`config.mk`:
```
export PLATFORM = sky130hd
export DESIGN_NAME = imem_boot_loader
export DESIGN_NICKNAME = d
export VERILOG_FILES = /design/src/rtl/imem_boot_loader.sv
export SDC_FILE = /design/constraint.sdc
export NUM_CORES = 1
export LEC_CHECK = 0
export BUFFER_PORTS_ARGS = -buffer_cell sky130_fd_sc_hd__buf_4
export CORE_MARGIN = 2
export CORE_UTILIZATION = 55
export DETAILED_ROUTE_END_ITERATION = 8
export PLACE_DENSITY = 0.83
export SYNTH_ARGS = -nofsm -noshare
export SYNTH_HDL_FRONTEND = slang
export SYNTH_SLANG_ARGS = --single-unit
```
`constraint.sdc`:
```
create_clock -name clk -period 5.9 [get_ports clk]
set_input_delay 0.295 -clock clk [delete_from_list [all_inputs] [get_ports clk]]
set_output_delay 0.295 -clock clk [all_outputs]
set_load 0.1 [all_outputs]
```
`src/rtl/imem_boot_loader.sv`:
```
// rtl/imem_boot_loader.sv - boot-time byte-stream loader that fills instruction memory
//
// Purpose: receives a little-endian image (4-byte word count N, N 4-byte words,
// one XOR checksum byte over the payload), writes each word into instruction
// memory, and holds the core in reset until the image is verified.
//
// Ports:
//   clk           system clock, rising edge
//   reset         asynchronous active-high reset
//   in_valid      in_data holds a byte
//   in_data       stream byte
//   in_ready      loader can accept a byte (decoded from state)
//   mem_waddress  instruction memory write address (byte address)
//   mem_datain    instruction memory write data
//   mem_wr        instruction memory write strobe, one cycle per word
//   cpu_hold      keeps the core in reset until the image is verified
//   done          image loaded and verified (sticky)
//   error         load failed (sticky)
//
// Optional feature: define LOADER_TIMEOUT_EN to abort to ERROR after
// TIMEOUT_CYCLES idle cycles in the middle of an image.

module imem_boot_loader #(
  parameter logic [31:0] BASE_ADDR      = 32'h0000_0000,
  parameter int          MAX_WORDS      = 256,
  parameter int          TIMEOUT_CYCLES = 1024
) (
  input  logic        clk,
  input  logic        reset,
  input  logic        in_valid,
  input  logic [7:0]  in_data,
  output logic        in_ready,
  output logic [31:0] mem_waddress,
  output logic [31:0] mem_datain,
  output logic        mem_wr,
  output logic        cpu_hold,
  output logic        done,
  output logic        error
);

  typedef enum logic [2:0] {
    S_HDR, S_PAYLOAD, S_WRITE, S_CHECK, S_DONE, S_ERROR
  } state_t;

  state_t      state;
  state_t      state_next;
  logic [1:0]  byte_cnt;
  logic [23:0] shift;       // first three bytes of the current header/word
  logic [31:0] word_count;
  logic [31:0] idx;
  logic [7:0]  checksum;
  logic        accept;
  logic        last_byte;
  logic [31:0] assembled;
  logic        timeout_hit;

  assign accept    = in_valid && in_ready;
  assign last_byte = (byte_cnt == 2'd3);
  // Full little-endian word as it stands once the 4th byte arrives.
  assign assembled = {in_data, shift};

`ifdef LOADER_TIMEOUT_EN
  logic [31:0] idle_cnt;
  logic        idle_counting;

  // The header is only "in progress" once its first byte has arrived.
  assign idle_counting = (state == S_PAYLOAD) || (state == S_CHECK) ||
                         ((state == S_HDR) && (byte_cnt != 2'd0));
  assign timeout_hit   = idle_counting && !accept &&
                         (idle_cnt == 32'(TIMEOUT_CYCLES - 1));

  always_ff @(posedge clk or posedge reset) begin
    if (reset) begin
      idle_cnt <= 32'd0;
    end else if (accept || !idle_counting) begin
      idle_cnt <= 32'd0;
    end else begin
      idle_cnt <= idle_cnt + 32'd1;
    end
  end
`else
  assign timeout_hit = 1'b0;
`endif

  // State register
  always_ff @(posedge clk or posedge reset) begin
    if (reset) begin
      state <= S_HDR;
    end else begin
      state <= state_next;
    end
  end

  // Next-state logic
  always_comb begin
    state_next = state;
    case (state)
      S_HDR: begin
        if (accept && last_byte) begin
          if (assembled == 32'd0)                   state_next = S_CHECK;
          else if (assembled > 32'(MAX_WORDS))      state_next = S_ERROR;
          else                                      state_next = S_PAYLOAD;
        end
      end
      S_PAYLOAD: if (accept && last_byte) state_next = S_WRITE;
      S_WRITE:   state_next = ((idx + 32'd1) == word_count) ? S_CHECK : S_PAYLOAD;
      S_CHECK:   if (accept) state_next = (in_data == checksum) ? S_DONE : S_ERROR;
      S_DONE:    state_next = S_DONE;
      S_ERROR:   state_next = S_ERROR;
      default:   state_next = S_ERROR;
    endcase
    if (timeout_hit) state_next = S_ERROR;
  end

  // Output decode
  always_comb begin
    in_ready = (state == S_HDR) || (state == S_PAYLOAD) || (state == S_CHECK);
    mem_wr   = (state == S_WRITE);
    done     = (state == S_DONE);
    error    = (state == S_ERROR);
    cpu_hold = (state != S_DONE);
  end

  // Datapath: byte assembly, checksum, write address/data registers
  always_ff @(posedge clk or posedge reset) begin
    if (reset) begin
      byte_cnt     <= 2'd0;
      shift        <= 24'd0;
      word_count   <= 32'd0;
      idx          <= 32'd0;
      checksum     <= 8'd0;
      mem_waddress <= BASE_ADDR;
      mem_datain   <= 32'd0;
    end else begin
      if (accept && ((state == S_HDR) || (state == S_PAYLOAD))) begin
        byte_cnt <= byte_cnt + 2'd1;
        shift    <= {in_data, shift[23:8]};
      end
      if (accept && (state == S_HDR) && last_byte) begin
        word_count <= assembled;
      end
      if (accept && (state == S_PAYLOAD)) begin
        checksum <= checksum ^ in_data;
        if (last_byte) begin
          // Held until the next word completes, so memory sees stable values.
          mem_datain   <= assembled;
          mem_waddress <= BASE_ADDR + (idx << 2);
        end
      end
      if (state == S_WRITE) begin
        idx <= idx + 32'd1;
      end
    end
  end

endmodule
```
==> results of run 1 <==
==> cells by family (layout without fill, tap and decap cells) <==
kind of cell               Yosys count  after routing  share of synthesized area (%)
muxes                              119            119                           17.4
and+or+nand+nor                    174            174                           13.2
buffers and inverters               45            120                           2.56
other                                1              2                         0.0489
DFF                                163            163                           53.2
xor gates and xnor gates            89             89                           10.2
AOI/OAI and AO/OA                   36             36                           3.10
adders and majority gates            2              2                          0.326
==> cells in the mapped netlist (all sizes together) (5+ instances only) <==
cell type    n
dfrtp      163
mux2       117
xnor2       50
nand2       43
xor2        39
nor2        27
nor4        23
buf         20
clkbuf      18
nor3        18
nand3       16
nand4       15
o21ai       10
a21oi        6
inv          6
and3         5
nor2b        5
or3          5
==> power breakdown <==
group	internal, mW	switching [mW]
sequential	1.41	0.308
combinational	0.521	1.21
clock	0.553	0.459
total	2.49	1.98
==> registers in the layout, indices dropped and copies added, names as in the netlist <==
signal        count
idx              32
mem_datain       32
word_count       32
mem_waddress     30
shift            24
checksum          8
state             3
byte_cnt          2
==> per-stage QoR <==
| step | power (mW) | utilization [%] | area (um^2) |
|---|---|---|---|
| floorplan | 3.03 | - | 7670 |
| global placement | 3.40 | 60.6 | 8350 |
| detailed placement | 3.46 | 60.6 | 8350 |
| CTS | 4.48 | 64.5 | 8890 |
| global route | 4.65 | 64.5 | 8890 |
| finish | 4.47 | 64.5 | 8890 |
==> layout make-up <==
class | instances | area, um^2 | share of cell area (%)
clock buffers | 19 | 443 | 4.98
well taps | 180 | 225 | 2.53
repair buffers | 81 | 608 | 6.84
inverters | 7 | 31.3 | 0.352
clock inverters | 13 | 97.6 | 1.10
flip-flops and latches | 163 | 4080 | 45.9
multi-input cells | 422 | 3400 | 38.3
==> worst paths after layout <==
path / from / endpoint / slack (ns) / cells after the start
min: reset / checksum[4] / 0.04 / 2
max: state[1] / mem_wr / 2.96 / 3
min in group clk: in_valid / state[2] / 0.11 / 2
min reg2reg: byte_cnt[0] / byte_cnt[0] / 0.48 / 1
max reg2reg: idx[0] / state[1] / 2.99 / 8
max in group asynchronous: reset / mem_waddress[7] / 4.61 / 3
==> layer usage <==
layer / vias to the layer above / wire length [um] / global-route usage (%)
met4: 0 / 372 / 10.6
met5: - / 0 / 0
met2: 197 / 7680 / 35.6
met3: 33 / 907 / 5.24
met1: 2566 / 7400 / 33.1
li1: 2341 / - / -
==> metrics.txt, run 1 <==
# TYPE chip_impl_metric gauge
chip_impl_metric{name="numPlacedInstances",unit=""} 853
chip_impl_metric{name="floorplan.die_area",unit="um^2"} 14900
chip_impl_info{name="run_status",value="finished, final reports clean"} 1
chip_impl_info{name="worst_setup_path_end_kind",value="output port"} 1
chip_impl_info{name="hold_class",value="in -> async"} 1
chip_impl_metric{name="postLayoutSetupSlackWorst",unit="ns"} 2.96
chip_impl_info{name="rsz0062_at_grt",value="no"} 1
chip_impl_metric{name="min_period",unit="ns"} 2.94
chip_impl_metric{name="number_of_synthesized_register_bits",unit=""} 163
chip_impl_metric{name="clock-sinks",unit=""} 163
chip_impl_info{name="crit_type",value="reg -> out"} 1
chip_impl_metric{name="initialDrtViolationCount",unit=""} 309
chip_impl_metric{name="postSynthAreaPerCell",unit="um^2"} 12.2
chip_impl_metric{name="timing.critical_path.slowest_cell_delay",unit="ns"} 0.66
chip_impl_metric{name="setup_fix_buffers_added_after_clock_tree_synthesis",unit=""} 0
chip_impl_info{name="cp_slowest_cell",value="sky130_fd_sc_hd__inv_1"} 1
chip_impl_metric{name="grt_pass1_wl",unit="um"} 26900
chip_impl_metric{name="final_min_period_over_clock_period",unit="%"} 49.9
chip_impl_metric{name="flow.area_growth_from_synthesis",unit="%"} 15.9
chip_impl_metric{name="place_worst_setup_slack",unit="ns"} 3.10
chip_impl_info{name="cp_cell_sequence",value="nand3b_1 > inv_1 > buf_4"} 1
chip_impl_info{name="primary_ff_master_synth",value="sky130_fd_sc_hd__dfrtp_1"} 1
chip_impl_metric{name="antenna_violations_before_repair",unit=""} 0
chip_impl_metric{name="diodes",unit=""} 0
chip_impl_metric{name="max_cap_violations",unit=""} 0
chip_impl_metric{name="insertion_delay",unit="ns"} 0.43
chip_impl_info{name="critPathLaunchType",value="flop"} 1
chip_impl_metric{name="placementRows",unit=""} 43
chip_impl_metric{name="fin_worst_skew",unit="ns"} 0.00943
chip_impl_metric{name="power.leakage",unit="nW"} 4.28
chip_impl_metric{name="worst_slew_margin_rel",unit="%"} 36.6
chip_impl_metric{name="ios",unit=""} 80
chip_impl_info{name="layout.cells.most_common_list",value="sky130_fd_sc_hd__dfrtp_1 (163), sky130_fd_sc_hd__mux2_2 (117), sky130_fd_sc_hd__buf_4 (81), sky130_fd_sc_hd__xnor2_1 (50), sky130_fd_sc_hd__nand2_1 (42)"} 1
chip_impl_metric{name="cts_inserted_buffers",unit=""} 17
chip_impl_metric{name="design.core.area",unit="um^2"} 13800
chip_impl_metric{name="1st_pass_router_iterations",unit=""} 5
chip_impl_metric{name="maximum_number_of_pins_on_one_net_before_global_route_repair",unit=""} 109
chip_impl_metric{name="die-height",unit="um"} 122
chip_impl_metric{name="vias_per_cell",unit=""} 5.80
chip_impl_metric{name="cts_hold_repair.buffers",unit=""} 0
chip_impl_metric{name="netlist_area",unit="um^2"} 7670
chip_impl_metric{name="dp_hpwl",unit="um"} 11500
chip_impl_metric{name="final_non_filler_cells",unit=""} 885
chip_impl_metric{name="start_util",unit="%"} 55.7
chip_impl_metric{name="crit_arrival",unit="ns"} 2.65
chip_impl_metric{name="drt_drc_violations_left",unit=""} 0
chip_impl_metric{name="globalplace.congestion",unit=""} 0.956
chip_impl_metric{name="netlist.area_leader.share",unit="%"} 53.2
chip_impl_metric{name="power.ir.vdd_worst",unit="mV"} 0.557
chip_impl_metric{name="tightest_slew",unit="ns"} 0.951
chip_impl_metric{name="crit_path_max_fanout",unit=""} 14
chip_impl_metric{name="grt.overflow.total",unit=""} 0
chip_impl_metric{name="grt_usage",unit="%"} 23.7
chip_impl_metric{name="synth-warning-count",unit=""} 0
chip_impl_metric{name="layout.filler_cells",unit=""} 1044
chip_impl_metric{name="grt_pass1_vias",unit=""} 5161
chip_impl_metric{name="antenna_left",unit=""} 0
chip_impl_metric{name="ys_async_sr_fraction",unit="%"} 100
chip_impl_metric{name="max_freq",unit="GHz"} 0.340
chip_impl_metric{name="fin_nets",unit=""} 705
chip_impl_metric{name="timing.final.setup_violations",unit=""} 0
chip_impl_info{name="synthDominantAreaCellType",value="sky130_fd_sc_hd__dfrtp_1"} 1
chip_impl_info{name="cts_tree",value="done"} 1
chip_impl_metric{name="fp.dieW",unit="um"} 122
chip_impl_metric{name="route.vias.total",unit=""} 5137
chip_impl_metric{name="postCtsResizedCells",unit=""} 0
chip_impl_info{name="layout_commonest_cell",value="sky130_fd_sc_hd__dfrtp_1"} 1
chip_impl_metric{name="wl",unit="um"} 16400
chip_impl_metric{name="synthesis.instances",unit=""} 629
chip_impl_metric{name="seq_area_frac_synth",unit="%"} 53.2
chip_impl_metric{name="timing_hold_violations_final",unit=""} 0
chip_impl_metric{name="wl_per_cell",unit="um"} 18.5
chip_impl_metric{name="port_buffers",unit=""} 77
chip_impl_metric{name="max-clock-path-buffers",unit=""} 2
chip_impl_metric{name="count_of_flip_flops_with_a_built_in_enable_after_synthesis",unit=""} 0
chip_impl_metric{name="yosys.cell_types.count",unit=""} 58
chip_impl_metric{name="count_of_pins_over_their_slew_limit",unit=""} 0
chip_impl_metric{name="critical_path.n_buffers_inverters",unit=""} 2
chip_impl_metric{name="htree_levels",unit=""} 4
chip_impl_info{name="root_buffer",value="sky130_fd_sc_hd__clkbuf_16"} 1
chip_impl_metric{name="drive_above_1_share",unit="%"} 35.2
chip_impl_info{name="critical-path-top-delay-family",value="buffers and inverters"} 1
chip_impl_metric{name="pwr_density_cell",unit="nW/um^2"} 503
chip_impl_info{name="ranking_of_synthesized_cells_by_area",value="sky130_fd_sc_hd__dfrtp_1 (53%), sky130_fd_sc_hd__mux2_2 (17%), sky130_fd_sc_hd__xnor2_1 (5.7%)"} 1
chip_impl_metric{name="post_cts_clock_slew_at_the_launch_and_capture_registers_of_the_worst_setup_and_hold_paths",unit="ns"} 0.06
chip_impl_metric{name="total_negative_setup_slack",unit="ns"} 0
chip_impl_metric{name="worst_ep_required_time",unit="ns"} 5.61
chip_impl_metric{name="final_hold_slack",unit="ns"} 0.0411
Power figures use the tool's default switching activity.
==> run 2, diff against run 1 <==
--- a/config.mk
+++ b/config.mk
@@ -5,6 +5,7 @@
 export SDC_FILE = /design/constraint.sdc
 export NUM_CORES = 1
 export LEC_CHECK = 0
+export ABC_AREA = 1
 export BUFFER_PORTS_ARGS = -buffer_cell sky130_fd_sc_hd__buf_4
 export CORE_MARGIN = 2
 export CORE_UTILIZATION = 55
==> constraint.sdc (replaced) <==
create_clock -name clk -period 2.73 [get_ports clk]
set_input_delay 0.1365 -clock clk [delete_from_list [all_inputs] [get_ports clk]]
set_output_delay 0.1365 -clock clk [all_outputs]
set_load 0.1 [all_outputs]
==> run 2 against run 1 <==
Effect of this change:
- die area increased by 3.1%
- cell area increased by 5.4%
- register-to-register slack got worse by 2.6 ns
- clock skew increased by 0.0014 ns
- global-route usage increased by 4.1 points
- final cell count increased by 45%
- worst hold slack got worse by 0.029 ns
- total power increased by 11%
- largest cell class unchanged
- sequential power increased by 43%
- via count increased by 35%
- critical endpoint is now state[1]
- first-iteration DRC count increased by 94%
==> metrics.txt, run 2 <==
# TYPE chip_impl_metric gauge
chip_impl_metric{name="antenna_violations_before_repair",unit=""} 0
chip_impl_metric{name="synth-warning-count",unit=""} 0
chip_impl_metric{name="final_core_utilization",unit="%"} 67.0
chip_impl_info{name="worst_setup_path_end_kind",value="flop"} 1
chip_impl_metric{name="max-clock-path-buffers",unit=""} 2
chip_impl_metric{name="power.leakage",unit="nW"} 4.63
chip_impl_info{name="layout.cells.most_common_list",value="sky130_fd_sc_hd__nand2_1 (348), sky130_fd_sc_hd__dfrtp_1 (163), sky130_fd_sc_hd__o21ai_0 (159), sky130_fd_sc_hd__inv_1 (111), sky130_fd_sc_hd__buf_4 (87)"} 1
chip_impl_metric{name="route.vias.total",unit=""} 6943
chip_impl_metric{name="final_min_period_over_clock_period",unit="%"} 84.2
chip_impl_metric{name="floorplan.die_area",unit="um^2"} 15400
chip_impl_metric{name="htree_levels",unit=""} 4
chip_impl_info{name="post_synth_most_frequent_cells",value="sky130_fd_sc_hd__nand2_1 (349), sky130_fd_sc_hd__dfrtp_1 (163), sky130_fd_sc_hd__o21ai_0 (159)"} 1
chip_impl_metric{name="wl",unit="um"} 19700
chip_impl_metric{name="cts_inserted_buffers",unit=""} 17
chip_impl_info{name="yosys.cell_count.top_type",value="sky130_fd_sc_hd__nand2_1"} 1
chip_impl_metric{name="fp.dieW",unit="um"} 124
chip_impl_metric{name="diodes",unit=""} 0
chip_impl_metric{name="yosys.cell_types.count",unit=""} 32
chip_impl_metric{name="seq_area_frac_synth",unit="%"} 51.5
chip_impl_metric{name="port_buffers",unit=""} 77
chip_impl_metric{name="grt_usage",unit="%"} 27.8
chip_impl_metric{name="worst_ep_required_time",unit="ns"} 3.10
chip_impl_metric{name="reg2reg_slack",unit="ns"} 0.43
chip_impl_metric{name="tightest_slew",unit="ns"} 0.538
chip_impl_metric{name="crit_arrival",unit="ns"} 2.67
chip_impl_metric{name="register_area",unit="um^2"} 4080
chip_impl_metric{name="ys_async_sr_fraction",unit="%"} 100
chip_impl_info{name="ranking_of_synthesized_cells_by_area",value="sky130_fd_sc_hd__dfrtp_1 (52%), sky130_fd_sc_hd__nand2_1 (17%), sky130_fd_sc_hd__o21ai_0 (10%)"} 1
chip_impl_metric{name="grt_pass1_vias",unit=""} 6422
chip_impl_metric{name="netlist_area",unit="um^2"} 7920
chip_impl_metric{name="worst_slew_margin_rel",unit="%"} 63.8
chip_impl_metric{name="antenna_left",unit=""} 0
chip_impl_metric{name="insertion_delay",unit="ns"} 0.44
chip_impl_metric{name="placementRows",unit=""} 43
chip_impl_metric{name="vias_per_cell",unit=""} 5.42
chip_impl_metric{name="start_util",unit="%"} 56.6
chip_impl_info{name="rsz0062_at_grt",value="no"} 1
chip_impl_metric{name="pwr_density_cell",unit="nW/um^2"} 529
chip_impl_metric{name="1st_pass_router_iterations",unit=""} 5
chip_impl_metric{name="multi_input_comb_area",unit="um^2"} 3300
chip_impl_metric{name="max_cap_violations",unit=""} 0
chip_impl_metric{name="timing_hold_violations_final",unit=""} 0
chip_impl_info{name="primary_ff_master_synth",value="sky130_fd_sc_hd__dfrtp_1"} 1
chip_impl_metric{name="ios",unit=""} 80
chip_impl_metric{name="drt_drc_violations_left",unit=""} 0
chip_impl_metric{name="wl_per_cell",unit="um"} 15.3
chip_impl_metric{name="drive_above_1_share",unit="%"} 13.3
chip_impl_metric{name="layout.filler_cells",unit=""} 1119
chip_impl_info{name="run_status",value="finished, final reports clean"} 1
chip_impl_metric{name="fin_worst_skew",unit="ns"} 0.0109
chip_impl_info{name="synthDominantAreaCellType",value="sky130_fd_sc_hd__dfrtp_1"} 1
chip_impl_info{name="hold_class",value="in -> reg"} 1
chip_impl_metric{name="clock-sinks",unit=""} 163
chip_impl_metric{name="flow.area_growth_from_synthesis",unit="%"} 18.4
chip_impl_metric{name="crit_path_max_fanout",unit=""} 5
chip_impl_info{name="layout_commonest_cell",value="sky130_fd_sc_hd__nand2_1"} 1
chip_impl_metric{name="min_period",unit="ns"} 2.30
chip_impl_metric{name="timing.final.setup_violations",unit=""} 0
chip_impl_info{name="crit_type",value="reg -> reg"} 1
chip_impl_info{name="cts_tree",value="done"} 1
chip_impl_metric{name="total_negative_setup_slack",unit="ns"} 0
chip_impl_info{name="critPathLaunchType",value="flop"} 1
chip_impl_metric{name="post_cts_clock_slew_at_the_launch_and_capture_registers_of_the_worst_setup_and_hold_paths",unit="ns"} 0.06
chip_impl_metric{name="netlist.area_leader.share",unit="%"} 51.5
chip_impl_metric{name="number_of_synthesized_register_bits",unit=""} 163
chip_impl_metric{name="max_freq",unit="GHz"} 0.435
chip_impl_info{name="biggestRegsByFlops",value="idx x32, mem_datain x32, word_count x32"} 1
chip_impl_metric{name="grt.overflow.total",unit=""} 0
chip_impl_metric{name="dp_hpwl",unit="um"} 14100
chip_impl_info{name="root_buffer",value="sky130_fd_sc_hd__clkbuf_16"} 1
chip_impl_metric{name="power.ir.vdd_worst",unit="mV"} 0.405
chip_impl_metric{name="count_of_pins_over_their_slew_limit",unit=""} 0
chip_impl_metric{name="fin_nets",unit=""} 1102
chip_impl_metric{name="initialDrtViolationCount",unit=""} 599
chip_impl_metric{name="grt_pass1_wl",unit="um"} 32400
chip_impl_metric{name="die-height",unit="um"} 124
chip_impl_metric{name="synthesis.instances",unit=""} 1005
chip_impl_metric{name="postLayoutSetupSlackWorst",unit="ns"} 0.431
chip_impl_metric{name="postCtsResizedCells",unit=""} 0
chip_impl_metric{name="postSynthAreaPerCell",unit="um^2"} 7.88
chip_impl_metric{name="count_of_flip_flops_with_a_built_in_enable_after_synthesis",unit=""} 0
chip_impl_metric{name="maximum_number_of_pins_on_one_net_before_global_route_repair",unit=""} 65
chip_impl_metric{name="globalplace.congestion",unit=""} 0.988
chip_impl_metric{name="design.core.area",unit="um^2"} 14000
chip_impl_metric{name="place_worst_setup_slack",unit="ns"} 0.564
[run 2: cell count changes after synthesis, moves of 23 or more]
cell                      delta
sky130_fd_sc_hd__nor2_1     +38
sky130_fd_sc_hd__nand2_1   +306
sky130_fd_sc_hd__o21ai_0   +150
sky130_fd_sc_hd__mux2_2    -116
sky130_fd_sc_hd__nand3_1    +30
sky130_fd_sc_hd__inv_1     +106
sky130_fd_sc_hd__xor2_1     -23
sky130_fd_sc_hd__xnor2_1    -48
[run 2: power by group]
part           switching [mW]  internal (mW)  leakage (nW)
Sequential             0.0217           2.44          2.20
Clock                    1.04           1.29         0.279
Combinational           0.122         0.0447          2.16
Total                    1.18           3.78          4.63
[run 2: worst max-delay path: stages, from the launching register on]
cell and delay (ns):
sky130_fd_sc_hd__dfrtp_1 0.44, sky130_fd_sc_hd__ha_1 0.23, sky130_fd_sc_hd__nand3_1 0.11, sky130_fd_sc_hd__nor2_1 0.22, sky130_fd_sc_hd__nand3_1 0.16, sky130_fd_sc_hd__nor2_1 0.23
sky130_fd_sc_hd__nand2_1 0.11, sky130_fd_sc_hd__nand3_1 0.09, sky130_fd_sc_hd__nand2_1 0.06, sky130_fd_sc_hd__nor2_1 0.11, sky130_fd_sc_hd__nand2_1 0.06, sky130_fd_sc_hd__nor2_1 0.09
sky130_fd_sc_hd__nand3_1 0.12, sky130_fd_sc_hd__nand2_1 0.08, sky130_fd_sc_hd__nand2_1 0.05, sky130_fd_sc_hd__nand2_1 0.06
[run 2: path summary, 6_finish.rpt]
| path | from | to | cells after the start |
|---|---|---|---|
| max | idx[0] | state[1] | 15 |
| min | in_data[7] | shift[23] | 3 |
| max reg2reg | idx[0] | state[1] | 15 |
| min reg2reg | byte_cnt[0] | byte_cnt[0] | 1 |
| max in group asynchronous | reset | idx[19] | 4 |
| min in group asynchronous | reset | shift[10] | 3 |
[run 2: stage by stage]
stage	std cells	cell area, um^2	hold slack (ns)	power [mW]
6_report	1282	9370	0.0123	4.96
5_1_grt	1282	9370	0.00300	5.10
4_1_cts	1282	9370	0.00851	4.97
3_5_place_dp	1242	8720	0.190	2.66
3_3_place_gp	1242	8720	0.191	2.66
2_1_floorplan	1006	7930	0.257	2.59
[run 2: cells by family after synthesis]
logic type                 Yosys count  share of synthesized area, %
AOI/OAI and AO/OA                  165                          10.5
xor gates and xnor gates            21                          2.84
adders and majority gates            2                         0.316
buffers and inverters              146                          7.02
DFF                                163                          51.5
muxes                                1                         0.142
other                                1                        0.0474
and+or+nand+nor                    506                          27.6
[run 2: per-layer routing]
metal | vias up | wire (um) | GRT usage, %
li1 | 3352 | - | -
met1 | 3238 | 8710 | 39.4
met2 | 298 | 8730 | 41.8
met3 | 55 | 1540 | 5.68
met4 | 0 | 678 | 12.1
met5 | - | 0 | 0
[run 2: area by class of cell]
type | instances | share of cell area [%]
Clock buffer | 18 | 4.69
Clock inverter | 14 | 1.38
Inverter | 113 | 4.57
Multi-Input combinational cell | 697 | 35.2
Sequential cell | 163 | 43.5
Tap cell | 180 | 2.40
Timing Repair Buffer | 97 | 8.25
[run 2: what timing repair did]
item                      4_1_cts  5_1_grt
buffers inserted                0        0
hold buffers                    8        0
hold endpoints to repair       23        0
